$ cat src/rtl/qed_pkg.sv
// Shared QED definitions: NOP encoding, replay FSM state and opcodes common with qed_decoder.
package qed_pkg;

    localparam logic [31:0] QED_NOP = 32'h0000_0013;

    localparam logic [6:0] OPC_LOAD   = 7'b000_0011;
    localparam logic [6:0] OPC_OP_IMM = 7'b001_0011;
    localparam logic [6:0] OPC_STORE  = 7'b010_0011;
    localparam logic [6:0] OPC_OP     = 7'b011_0011;
    localparam logic [6:0] OPC_LUI    = 7'b011_0111;
    localparam logic [6:0] OPC_BRANCH = 7'b110_0011;

    typedef enum logic {
        QED_ORIG = 1'b0,
        QED_DUP  = 1'b1
    } qed_state_t;

    function automatic logic is_qed_nop(input logic [31:0] insn);
        return insn == QED_NOP;
    endfunction

endpackage

$ cat src/rtl/qed_sync_fifo.sv
// Synchronous FIFO with combinational head; push when full and pop when empty are ignored.
module qed_sync_fifo #(
    parameter int unsigned DEPTH = 4,
    parameter int unsigned W     = 32
) (
    input  logic                       clk,
    input  logic                       rst_n,
    input  logic                       push,
    input  logic                       pop,
    input  logic [W-1:0]               wdata,
    output logic [W-1:0]               rdata,
    output logic [$clog2(DEPTH):0]     count,
    output logic                       full,
    output logic                       empty
);

    localparam int unsigned AW = $clog2(DEPTH);
    localparam int unsigned CW = AW + 1;

    logic [W-1:0]  mem [DEPTH];
    logic [AW-1:0] wr_ptr;
    logic [AW-1:0] rd_ptr;
    logic          do_push;
    logic          do_pop;

    assign full    = (count == CW'(DEPTH));
    assign empty   = (count == '0);
    assign do_push = push & ~full;
    assign do_pop  = pop & ~empty;
    assign rdata   = mem[rd_ptr];

    // Pointers wrap naturally because DEPTH is a power of two.
    always_ff @(posedge clk or negedge rst_n) begin
        if (!rst_n) begin
            wr_ptr <= '0;
            rd_ptr <= '0;
            count  <= '0;
        end else begin
            if (do_push) wr_ptr <= wr_ptr + AW'(1);
            if (do_pop)  rd_ptr <= rd_ptr + AW'(1);
            count <= count + CW'(do_push) - CW'(do_pop);
        end
    end

    always_ff @(posedge clk) begin
        if (do_push) mem[wr_ptr] <= wdata;
    end

endmodule

$ cat src/rtl/qed_replay_buffer.sv
// QED replay stage: captures original instructions, then replays them as duplicates while stalling fetch.
// Optional macro QED_REPLAY_NOP_FILTER_EN: forward NOPs in ORIG without buffering them.
module qed_replay_buffer
    import qed_pkg::*;
#(
    parameter int unsigned DEPTH = 4,
    parameter int unsigned AW    = $clog2(DEPTH)
) (
    input  logic          clk,
    input  logic          rst_n,
    input  logic          qed_ena,
    input  logic          exec_dup,
    input  logic          stall,
    input  logic [31:0]   ifu_instruction,
    input  logic          ifu_valid,
    output logic [31:0]   qed_instruction,
    output logic          qed_valid,
    output logic          qed_is_dup,
    output logic          fetch_stall,
    output logic [AW:0]   buf_count
);

    localparam int unsigned CW = AW + 1;

    qed_state_t  state, state_d;
    logic [31:0] instr_d;
    logic        valid_d;
    logic        dup_d;
    logic        push;
    logic        pop;
    logic        accept;
    logic        drop_c;
    logic [AW:0] cnt_after;
    logic [31:0] rdata;
    logic        full;
    logic        empty;

    qed_sync_fifo #(
        .DEPTH (DEPTH),
        .W     (32)
    ) u_fifo (
        .clk   (clk),
        .rst_n (rst_n),
        .push  (push),
        .pop   (pop),
        .wdata (ifu_instruction),
        .rdata (rdata),
        .count (buf_count),
        .full  (full),
        .empty (empty)
    );

`ifdef QED_REPLAY_NOP_FILTER_EN
    assign drop_c = is_qed_nop(ifu_instruction);
`else
    assign drop_c = 1'b0;
`endif

    // IFU must hold while replaying or while the store is full.
    assign fetch_stall = (state == QED_DUP) | full;

    // Next state, FIFO controls and next output values.
    always_comb begin
        state_d   = state;
        instr_d   = qed_instruction;
        valid_d   = qed_valid;
        dup_d     = qed_is_dup;
        push      = 1'b0;
        pop       = 1'b0;
        accept    = 1'b0;
        cnt_after = buf_count;
        if (!stall) begin
            if (state == QED_DUP) begin
                pop     = ~empty;
                instr_d = empty ? QED_NOP : rdata;
                valid_d = ~empty;
                dup_d   = ~empty;
                if (buf_count <= CW'(1)) state_d = QED_ORIG;
            end else begin
                accept    = ifu_valid & ~(qed_ena & full);
                instr_d   = accept ? ifu_instruction : QED_NOP;
                valid_d   = accept;
                dup_d     = 1'b0;
                push      = qed_ena & accept & ~drop_c;
                cnt_after = buf_count + CW'(push);
                if (qed_ena && ((exec_dup && cnt_after != '0) || cnt_after == CW'(DEPTH)))
                    state_d = QED_DUP;
            end
        end
    end

    always_ff @(posedge clk or negedge rst_n) begin
        if (!rst_n) begin
            state           <= QED_ORIG;
            qed_instruction <= QED_NOP;
            qed_valid       <= 1'b0;
            qed_is_dup      <= 1'b0;
        end else begin
            state           <= state_d;
            qed_instruction <= instr_d;
            qed_valid       <= valid_d;
            qed_is_dup      <= dup_d;
        end
    end

endmodule

$ cat config.mk
export PLATFORM = sky130hd
export DESIGN_NAME = qed_replay_buffer
export DESIGN_NICKNAME = d
export VERILOG_FILES = /design/src/rtl/qed_pkg.sv /design/src/rtl/qed_sync_fifo.sv /design/src/rtl/qed_replay_buffer.sv
export SDC_FILE = /design/constraint.sdc
export NUM_CORES = 1
export LEC_CHECK = 0
export BUFFER_PORTS_ARGS = -buffer_cell sky130_fd_sc_hd__buf_2
export CAP_MARGIN = 10
export CORE_ASPECT_RATIO = 0.9
export CORE_UTILIZATION = 53
export CTS_BUF_LIST = sky130_fd_sc_hd__clkbuf_16
export CTS_CLUSTER_SIZE = 28
export DETAILED_ROUTE_END_ITERATION = 6
export PLACE_DENSITY = 0.8
export SLEW_MARGIN = 20
export SYNTH_ARGS = -nofsm -noshare
export SYNTH_HDL_FRONTEND = slang
export SYNTH_SLANG_ARGS = --single-unit
$ cat constraint.sdc
create_clock -name clk -period 4 [get_ports clk]
set_input_delay 0.2 -clock clk [delete_from_list [all_inputs] [get_ports clk]]
set_output_delay 0.2 -clock clk [all_outputs]
set_load 0.005 [all_outputs]
# == Word level (Yosys, flattened, before mapping) ==
# Memory sizes are Yosys's and may differ from the RTL's.
# Index checks and enable logic that the tools add are counted.
# totals
ramBits,128
reg_bits,42
inputBits,38
elab_cells,43
mem_count,1
output_inout_bits,38
# op_classes
addsub,5
muxes,13
bitwise_logic,9
order_cmp,1
reduce_logical,5
eq_ne,2
# memory_table
name,depth,width,read_ports,rd_clocked_by_memory_dff,wr,line_no,text
u_fifo.mem,4,32,1,0,1,qed_sync_fifo.sv:20,logic [W-1:0] mem [DEPTH];
# op_table
cell,n
$mux 32,3
$mux 1,10
$add 3x1->3,2
$eq 3x3->1 const B,2
$and 1x1->1,5
$add 2x1->2 const B,2
$le 3x1->1 const B,1
$logic_not 3->1,1
$not 1->1,3
$reduce_bool 3->1,1
$sub 3x1->3,1
$logic_and 1x1->1,2
$logic_or 1x1->1,1
$or 1x1->1,1

# == Longest topological paths before layout ==
# Gate-level depths: netlist (run 1).
# depth
depth_word,12
ltp_mapped,11
depth_no_buf,9

# == Hierarchy ==
# Synthesis (run 1) repeated with hierarchy kept, for this count alone.
# unflattened
hier_cells,343
area_unflattened_um2,6744.0
# by_module_without_submodules
module,seq_area_each_um2,area_each_um2,cells_per_inst,n_inst
qed_sync_fifo,4018.9,5138.7,209,1
qed_replay_buffer,879.6,1605.3,134,1

# == Worst setup path after synthesis (run 1) ==
# Ideal clock, no wire load.
# synth_path
kind,register -> register
start,register u_fifo.count[1]
end,"memory u_fifo.mem[0][0], enable pin"
arrival_ns,1.897
setup_ns,0.392
synth_period_minus_slack_ns,2.289
path_buffers,0
t_required_ns,3.608
stages_incl_launch_ff,4
path_slack_ns,1.711
cell_sequence,dfrtp_1 nor2_2 a2111oi_4 and2_1
# synth_via
elab_chain_len,10
word_cells_on_any_way,11
classes_between,eq/ne: 1; mux: 4; bitwise: 6
# synth_rtl
element,line_no,text
"start, declared",qed_sync_fifo.sv:12,"output logic [$clog2(DEPTH):0] count,"
"start signal, assigned",qed_sync_fifo.sv:41,count <= count + CW'(do_push) - CW'(do_pop);
$eq 3x3->1 *,qed_sync_fifo.sv:26,assign full = (count == CW'(DEPTH));
$and 1x1->1,qed_replay_buffer.sv:80,accept = ifu_valid & ~(qed_ena & full);
$not 1->1,qed_replay_buffer.sv:80,
$and 1x1->1,qed_replay_buffer.sv:80,
$and 1x1->1,qed_replay_buffer.sv:84,push = qed_ena & accept & ~drop_c;
$mux 1,qed_replay_buffer.sv:73,if (state == QED_DUP) begin
$mux 1,qed_replay_buffer.sv:72,if (!stall) begin
$and 1x1->1 *,qed_sync_fifo.sv:28,assign do_push = push & ~full;
via u_fifo.do_push,qed_sync_fifo.sv:23,logic do_push;
$mux 1 *,qed_sync_fifo.sv:46,if (do_push) mem[wr_ptr] <= wdata;
$mux 1 (implied by the code) *,qed_sync_fifo.sv:46,
"end, declared",qed_sync_fifo.sv:20,
# Mark *: on every way through the listed nets, which the timed path passes. The rest lies on a longest branch.

# == Worst setup path after layout (run 1) ==
# layout_path
start,register u_fifo.count[2]
end,register u_fifo.count[2]
# layout_via
word_cells_on_any_way,16
classes_between,add/sub: 2; eq/ne: 1; mux: 4; bitwise: 8; reduce/logical: 1
# layout_lines
element,line_no,text
$logic_not 3->1 *,qed_sync_fifo.sv:27,assign empty = (count == '0);
$not 1->1 *,"qed_sync_fifo.sv:29, qed_replay_buffer.sv:74",
$mux 1,qed_replay_buffer.sv:73,
$mux 1,qed_replay_buffer.sv:72,
$and 1x1->1 *,qed_sync_fifo.sv:29,assign do_pop = pop & ~empty;
via u_fifo.do_pop,qed_sync_fifo.sv:24,logic do_pop;
$sub 3x1->3 *,qed_sync_fifo.sv:41,
# Marked as above.
# A chain may end at the register's enable or synchronous reset.

==> out/results.txt, run 1 <==
CTS resizes - 0
Root Buffer - clkbuf_16
Net Count, Synth - 451
Max Freq - 381 MHz
peak supply drop - 0.390 mV
Avg Cell Area, Syn - 17.6 sq um
R2R cell count - 10
commonest non-fill, non-tap cell in the layout - edfxtp_1
largest family of logic cells by synthesized area - multiplexers
Non-Filler Cell Area, Final - 8240 sq um
Synth Register Bits - 170
vias in the first global route - 4030
Antenna Diode Count - 0
Final setup viols - 0
setup TNS - 0 ps
clk sinks - 170
mux contribution to synthesized area - 0.104
Max Cap Violations - 0
Post-Route WL - 13.7 mm
Cell Area, Synth - 7080 sq um
initial antenna violation count - 0
Area growth syn-to-layout - 16.4%
TritonCTS clock tree - done
Max Slew Vio Count - 0
synth warn - 0
setup bufs post-CTS - 0
starting density of the core - 0.551
Setup CP Type - reg2reg
Crit Path Max Fanout - 31
largest net degree at the start of global routing - 68
Area after DPL - 7510 sq um
RSZ-0062 raised after global routing - false
I/O pins - 76
CP startpoint kind - register
hpwl dp - 7.75 mm
clk_skew - 4.32 ps
fraction of layout cells with a size suffix above 1 - 0.376
drt pass-1 iters - 5
minimum clock period after layout - 2630 ps
# rows - 39
synth top area cells - edfxtp_1, dfrtp_1, mux4_2
outcome - finished, final reports clean
core area - 12800 sq um
multi-input logic area - 1850 sq um
Period Utilization, post-route - 0.656
initial DRC count - 233
clk_lat worst skew - 420 ps
Synth Flop Type - edfxtp_1
Static Leak - 0.00311 uW
WHS Path Cells - 1
post-DR wirelength/cell - 20.6 um
Detail Route Antenna Nets - 0
TritonCTS Buffers - 17
Relative slew margins - 0.296
Post-Synth XOR/XNOR Area - 0.00619
R2R Path End - u_fifo.count[2]
worst hold path class - in2reg
Via-to-Cell Ratio - 5.78
critical path arrival - 2940 ps
commonest non-fill, non-tap cells in the layout - edfxtp_1, buf_2, inv_1, dfrtp_1, nand2_1
DR vias - 3836
simple-gate share of the synthesized area - 0.0527
global-route wire length before repair - 21.7 mm
clock buffer depth - 2
Final Power - 5400 uW
Hold Buf Count CTS - 11
cell count after synthesis - 403
Crit. End Element - register
FF-to-FF setup slack - 1370 ps
Async SR Flop Fraction - 0.247
Fillers - 919
Buffers on Ports - 75
Residual DRC - 0
Worst-Margin Slew - 1060 ps
EDFF count, synth - 128
post-synthesis compound-gate area fraction - 0.0798
Hold Crit Start - ifu_instruction[12]
Cell variety after synth - 34
total gr overflow - 0
routability congestion estimate - 0.688
Clk pin slew, worst setup/hold paths - 70 ps
pwr/cell area - 655 nW/um^2
Synth area leader - edfxtp_1
layout net count - 535
height of the die - 112 um
H-Tree Depth - 4
adder-cell share of the synthesized area - 0.0187
Yosys top cell area share - 0.543
die width - 124 um
final hold viol count - 0
worst r2r src - u_fifo.count[2]
total track usage - 0.219
Req. time, crit path - 4310 ps
Worst Hold End - u_fifo.mem[2][12]
Reg area - 4900 sq um
Seq/Total Area, Yosys - 0.692
die area - 13800 sq um
==> per-layer routing <==
metal	global-route usage	vias to the layer above	part of all wire
met5	0	-	0
met4	0.0723	0	0.012
met3	0.0589	18	0.053
met2	0.352	126	0.50
met1	0.292	1979	0.43
li1	-	1713	-
==> cells by family after synthesis <==
family | Yosys count
compound gates | 40
xor+xnor | 5
fa+ha+maj | 10
buf+inv | 66
flops | 170
mux | 33
simple gates | 79
==> power breakdown <==
group          switching, uW  internal, uW  leakage, uW  total [uW]
logic                    580           705      0.00115        1280
clock network            694           931     0.000283        1630
registers                315          2170      0.00168        2490
==> metrics by stage <==
step	worst slack, ps	utilization	std cells	hold slack (ps)
final	1370	0.642	664	11.9
after global routing	1230	0.642	664	0.931
after CTS	1370	0.640	662	0.135
after detailed placement	1440	0.585	619	438
after global placement	1520	0.585	619	419
after floorplan	1710	-	403	-95.6
==> worst max path at each step <==
stage	startpoint	end	slack (ps)
6_report	u_fifo.count[2]	u_fifo.count[2]	1370
5_1_grt	u_fifo.count[2]	u_fifo.count[2]	1230
4_1_cts	u_fifo.count[2]	u_fifo.count[2]	1370
3_5_place_dp	u_fifo.count[2]	u_fifo.count[2]	1440
3_3_place_gp	u_fifo.count[2]	u_fifo.count[2]	1520
2_1_floorplan	u_fifo.count[1]	u_fifo.mem[0][0]	1710
==> worst max-delay path: stages, from the launching register on <==
cell and delay, ps:
dfrtp_1 490, or3_1 400, buf_4 270, nand2_2 200
inv_1 60, ha_1 260, inv_1 60, ha_1 140
inv_1 60, fa_1 400, xor2_1 170
==> area by class of cell <==
class	instances	share of cell area
Inverter	39	0.0178
Clock buffer	17	0.0516
Multi-Input combinational cell	167	0.225
Sequential cell	170	0.595
Tap cell	164	0.0249
Clock inverter	15	0.0200
Timing Repair Buffer	92	0.0653
==> state kept, by name, summed over array words and instances (netlist names) <==
signal,flops
u_fifo.mem,128
qed_instruction,32
u_fifo.count,3
u_fifo.rd_ptr,2
u_fifo.wr_ptr,2
qed_is_dup,1
qed_valid,1
state,1
==> synthesized netlist by cell type, types with 4 or more instances <==
master	count
o311ai_2	26
inv_1	39
nand2_1	33
nand2b_1	4
clkbuf_1	8
buf_6	9
and2_1	4
dfrtp_1	39
ha_1	9
xnor2_1	4
buf_2	10
mux4_2	32
edfxtp_1	128
nand3_1	30
(Power assumes the default switching activity.)
==> run 2, diff against run 1 <==
--- a/config.mk
+++ b/config.mk
@@ -5,6 +5,7 @@
 export SDC_FILE = /design/constraint.sdc
 export NUM_CORES = 1
 export LEC_CHECK = 0
+export ABC_AREA = 1
 export BUFFER_PORTS_ARGS = -buffer_cell sky130_fd_sc_hd__buf_2
 export CAP_MARGIN = 10
 export CORE_ASPECT_RATIO = 0.9
==> constraint.sdc (replaced) <==
create_clock -name clk -period 2.45 [get_ports clk]
set_input_delay 0.1225 -clock clk [delete_from_list [all_inputs] [get_ports clk]]
set_output_delay 0.1225 -clock clk [all_outputs]
set_load 0.005 [all_outputs]
==> run 2 against run 1 <==
Compared with the run above: clock power rose by 51%; cell area rose by 3.4%; first-iteration DRC count rose by 88%; worst setup slack got worse by 870 ps; synthesized cell count rose by 54%; routed wire length rose by 9.8%; sequential share of layout area fell by 2.0 points; sequential cell count did not move; worst hold slack improved by 71 ps; critical path depth rose by 1; combinational power rose by 100%; area after synthesis barely moved.
==> out/results.txt, run 2 <==
outcome - finished, final reports clean
Worst Hold End - state
setup bufs post-CTS - 0
synth top area cells - edfxtp_1, dfrtp_1, nand2_1
Psw - 2930 uW
clk sinks - 170
Net Sw Frac - 0.330
routability congestion estimate - 0.831
clk_lat worst skew - 420 ps
Period Utilization, post-route - 0.796
Synth area leader - edfxtp_1
cell count after synthesis - 619
Setup WS post-layout - 501 ps
Post-Route WL - 15.0 mm
hold slack - 83.0 ps
H-Tree Depth - 4
die area - 13800 sq um
Final Power - 8880 uW
Residual DRC - 0
I/O pins - 76
Crit Path Max Fanout - 5
R2R Path End - state
commonest non-fill, non-tap cell in the layout - nand2_1
Detail Route Antenna Nets - 0
Max Slew Vio Count - 0
worst slack, placed - 520 ps
RSZ-0062 raised after global routing - false
Net Count, Synth - 667
top-count cell post-synth - nand2_1
clock buffer depth - 2
Power Internal - 5950 uW
peak supply drop - 0.607 mV
combinational share of power - 0.292
max reg flops - 128
register share of total power - 0.431
crit-path leading delay family - simple AND/OR/NAND/NOR gates
Clk pin slew, worst setup/hold paths - 60 ps
final hold viol count - 0
Async SR Flop Fraction - 0.247
Max Cap Violations - 0
Avg Cell Area, Syn - 11.4 sq um
Most flops, register - u_fifo.mem
worst hold path class - in2reg
Slowest-stage cell, CP - dfrtp_1
Cell Area, Synth - 7070 sq um
# rows - 39
total track usage - 0.238
Relative slew margins - 0.612
Root Buffer - clkbuf_16
height of the die - 112 um
Static Leak - 0.00352 uW
initial DRC count - 437
Yosys top cell area share - 0.544
Antenna Diode Count - 0
minimum clock period after layout - 1950 ps
critical-path cell list - nor2_2 > nand2_1 > nand2_1 > nor2_1 > ha_1 > ha_1 > inv_1 > nand2_1 > a21oi_1 > o21ai_0 > nand2_1
clock share of power - 0.277
R2R cell count - 11
most frequent CP cell - nand2_1
worst r2r src - u_fifo.count[1]
Max Freq - 513 MHz
slowest stage delay, CP - 460 ps
total gr overflow - 0
FF-to-FF setup slack - 500 ps
Synth Register Bits - 170
largest net degree at the start of global routing - 57
Area growth syn-to-layout - 20.5%
Buffers on Ports - 75
largest registers - u_fifo.mem: 128 flops, qed_instruction: 32 flops, u_fifo.count: 3 flops
fraction of layout cells with a size suffix above 1 - 0.188
Seq/Total Area, Yosys - 0.693
post-DR wirelength/cell - 16.7 um
Hold Crit Start - exec_dup
DR vias - 4950
pwr/cell area - 1040 nW/um^2
Final setup viols - 0
die width - 124 um
commonest non-fill, non-tap cells in the layout - nand2_1, edfxtp_1, nand3_1, buf_2, dfrtp_1
synth warn - 0
Fillers - 920
Req. time, crit path - 2810 ps
TritonCTS clock tree - done
drt pass-1 iters - 5
starting density of the core - 0.551
critical path arrival - 2310 ps
initial antenna violation count - 0
Area after DPL - 7640 sq um
WHS Path Cells - 5
top cells by count, synth - nand2_1, edfxtp_1, nand3_1
Cell variety after synth - 26
vias in the first global route - 4973
CP Buf/Inv Count - 1
Non-Filler Cell Area, Final - 8520 sq um
EDFF count, synth - 128
TritonCTS Buffers - 17
Crit. End Element - register
core area - 12800 sq um
Setup CP Type - reg2reg
clk_skew - 9.27 ps
Via-to-Cell Ratio - 5.50
hpwl dp - 8.89 mm
Worst-Margin Slew - 582 ps
global-route wire length before repair - 24.6 mm
Synth Flop Type - edfxtp_1
CP startpoint kind - register
layout net count - 771
## run 2: layout make-up
| class | instances | area (sq um) | share of cell area |
|---|---|---|---|
| well taps | 164 | 205 | 0.0241 |
| repair buffers | 122 | 863 | 0.101 |
| flip-flops and latches | 170 | 4900 | 0.575 |
| inverters | 35 | 136 | 0.0160 |
| clock buffers | 17 | 425 | 0.0499 |
| clock inverters | 15 | 120 | 0.0141 |
| multi-input cells | 377 | 1870 | 0.220 |
## run 2: power groups by stage
| stage | Sequential [uW] | Combinational, uW | Clock [uW] |
|---|---|---|---|
| 3_5_place_dp | 3880 | 2530 | 0 |
| 6_report | 3830 | 2590 | 2460 |
| 4_1_cts | 3830 | 2600 | 2500 |
| 5_1_grt | 3880 | 2930 | 2600 |
| 2_1_floorplan | 3860 | 1680 | 0 |
| 3_3_place_gp | 3850 | 2440 | 0 |
## run 2: cells by family (layout without fill, tap and decap cells)
kind of cell	after synthesis	in the layout	share of synthesized area
compound gates	6	6	0.00584
xor+xnor	3	3	0.00372
fa+ha+maj	10	10	0.0188
buf+inv	72	189	0.0471
flops	170	170	0.693
simple gates	358	358	0.232
## run 2: per-stage QoR
| step | setup TNS, ps | instances | util |
|---|---|---|---|
| 2_1_floorplan | -31440 | 619 | - |
| 3_3_place_gp | 0 | 835 | 0.595 |
| 3_5_place_dp | 0 | 835 | 0.595 |
| 4_1_cts | 0 | 900 | 0.664 |
| 5_1_grt | 0 | 900 | 0.664 |
| 6_report | 0 | 900 | 0.664 |
## run 2: worst min-delay path, stage by stage
cell and delay [ps]:
buf_2 100, inv_1 40, a21oi_1 60, o21ai_0 90
nand2_1 50
## run 2: worst max-delay path by stage
stage	from	endpoint	cells after the start
detailed placement	u_fifo.count[1]	state	10
global route	u_fifo.count[1]	state	11
finish	u_fifo.count[1]	state	11
CTS	u_fifo.count[1]	state	11
global placement	u_fifo.count[1]	u_fifo.count[2]	8
floorplan	u_fifo.count[1]	u_fifo.mem[0][0]	6
## run 2: timing repair
action,in CTS,in global routing
setup endpoints to repair,0,0
resized for setup,0,0
hold endpoints to repair,167,0
hold buffers,33,0
## run 2: per-layer routing
layer	vias to the layer above	GRT usage	part of all wire
li1	2341	-	-
met1	2392	0.306	0.42
met2	194	0.387	0.50
met3	23	0.0471	0.062
met4	0	0.110	0.018
met5	-	0	0
==> run 3, diff against run 2 <==
==> constraint.sdc (replaced) <==
create_clock -name clk -period 1.86 [get_ports clk]
set_input_delay 0.093 -clock clk [delete_from_list [all_inputs] [get_ports clk]]
set_output_delay 0.093 -clock clk [all_outputs]
set_load 0.005 [all_outputs]
==> run 3 against run 2 <==
Compared with the run above: combinational power rose by 41%; power increased by 38%; first-iteration DRC count grew 9.8%; cell area grew 2.8%; utilization is 1.9 points higher; register-to-register slack worse by 470 ps; via count rose by 2.7%; critical path depth is 3 lower; non-clock buffer count rose by 11.
==> out/results.txt, run 3 (synthesis gave the netlist of run 2 again) <==
routability congestion estimate - 0.752
Detail Route Antenna Nets - 0
Period Utilization, post-route - 0.982
fraction of layout cells with a size suffix above 1 - 0.217
combinational share of power - 0.298
CP Buf/Inv Count - 2
hpwl dp - 10.0 mm
worst hold path class - in2reg
Crit. End Element - register
Buffers on Ports - 75
Fillers - 892
die width - 124 um
total track usage - 0.252
Antenna Diode Count - 0
height of the die - 112 um
TritonCTS Buffers - 17
Residual DRC - 0
post-DR wirelength/cell - 17.7 um
Crit Path Max Fanout - 3
Final setup viols - 0
clk sinks - 170
clock buffer depth - 2
drt pass-1 iters - 7
Req. time, crit path - 2180 ps
peak supply drop - 0.861 mV
vias in the first global route - 5066
H-Tree Depth - 4
clk_lat worst skew - 430 ps
pwr/cell area - 1400 nW/um^2
Relative slew margins - 0.581
minimum clock period after layout - 1830 ps
# rows - 39
slowest stage delay, CP - 430 ps
Clk pin slew, worst setup/hold paths - 70 ps
critical-path cell list - nor2_4 > a21oi_4 > ha_1 > inv_1 > ha_1 > inv_1 > fa_1 > xor2_1
Area growth syn-to-layout - 23.8%
commonest non-fill, non-tap cell in the layout - nand2_1
largest registers - u_fifo.mem: 128 flops, qed_instruction: 32 flops, u_fifo.count: 3 flops
Via-to-Cell Ratio - 5.58
DR vias - 5084
clock share of power - 0.289
Max Cap Violations - 0
Max Freq - 547 MHz
clk_skew - 6.81 ps
starting density of the core - 0.551
crit-path leading delay family - adder cells
die area - 13800 sq um
Post-Route WL - 16.1 mm
Setup WS post-layout - 33.0 ps
Max Slew Vio Count - 0
Cells after DPL - 845
Power Internal - 8190 uW
Slowest-stage cell, CP - dfrtp_2
Most flops, register - u_fifo.mem
RSZ-0062 raised after global routing - true
core area - 12800 sq um
total gr overflow - 0
CP startpoint kind - register
initial antenna violation count - 0
largest net degree at the start of global routing - 50
outcome - finished, final reports clean
Layout Cells excl Fill - 911
Psw - 4110 uW
TritonCTS clock tree - done
Net Sw Frac - 0.334
worst slack, placed - 30.5 ps
Worst-Margin Slew - 629 ps
Static Leak - 0.00359 uW
max reg flops - 128
FF-to-FF setup slack - 30 ps
critical path arrival - 2140 ps
global-route wire length before repair - 25.5 mm
initial DRC count - 480
I/O pins - 76
Root Buffer - clkbuf_16
layout net count - 782
final hold viol count - 0
register share of total power - 0.413
commonest non-fill, non-tap cells in the layout - nand2_1, edfxtp_1, nand3_1, buf_2, dfrtp_1
Setup CP Type - reg2reg
[run 3: layout make-up]
| class | count | area [sq um] | area share |
|---|---|---|---|
| Clock buffer | 17 | 425 | 0.0486 |
| Clock inverter | 15 | 174 | 0.0199 |
| Inverter | 35 | 136 | 0.0156 |
| Multi-Input combinational cell | 377 | 1890 | 0.215 |
| Sequential cell | 170 | 4900 | 0.560 |
| Tap cell | 164 | 205 | 0.0234 |
| Timing Repair Buffer | 133 | 1030 | 0.118 |
[run 3: tightest hold or removal path: cells and delay by family]
family	cells	cell delay (ps)
compound gates	2	120
buf+inv	2	150
simple gates	1	60
[run 3: metal layers]
layer | track usage | part of all wire | wire [um]
met1 | 0.317 | 0.40 | 6390
met2 | 0.416 | 0.51 | 8210
met3 | 0.0635 | 0.074 | 1190
met4 | 0.0996 | 0.020 | 328
met5 | 0 | 0 | 0
[run 3: repair_timing]
| item | 4_1_cts | 5_1_grt |
|---|---|---|
| setup endpoints to repair | 1 | 118 |
| pin swaps | 0 | 1 |
| hold buffers | 33 | 0 |
| hold endpoints to repair | 173 | 0 |
| setup buffers | 0 | 1 |
| gates resized for setup | 1 | 4 |
[run 3: path summary, 6_finish.rpt]
path                                 startpoint             endpoint  cells past startpoint
worst max-delay path            u_fifo.count[1]      u_fifo.count[2]                      8
worst min-delay path                   exec_dup                state                      5
worst max register to register  u_fifo.count[1]      u_fifo.count[2]                      8
worst min register to register       qed_is_dup           qed_is_dup                      2
max in group asynchronous                 rst_n  qed_instruction[19]                      3
min in group asynchronous                 rst_n   qed_instruction[6]                      2
[run 3: through the flow]
stage	hold WS [ps]	setup TNS (ps)	total power (uW)	util	area, sq um
2_1_floorplan	-203	-38330	7300	-	7080
4_1_cts	16.7	0	12300	0.681	8740
3_5_place_dp	147	0	8680	0.608	7810
5_1_grt	35.4	-32.1	13000	0.682	8760
3_3_place_gp	128	0	8500	0.608	7810
6_report	36.0	0	12300	0.682	8760
[run 3: power by group through the flow]
stage | Clock (uW) | Sequential (uW) | Combinational [uW]
3_5_place_dp | 0 | 5130 | 3550
6_report | 3560 | 5080 | 3660
5_1_grt | 3730 | 5140 | 4080
3_3_place_gp | 0 | 5090 | 3400
2_1_floorplan | 0 | 5080 | 2220
4_1_cts | 3590 | 5070 | 3650
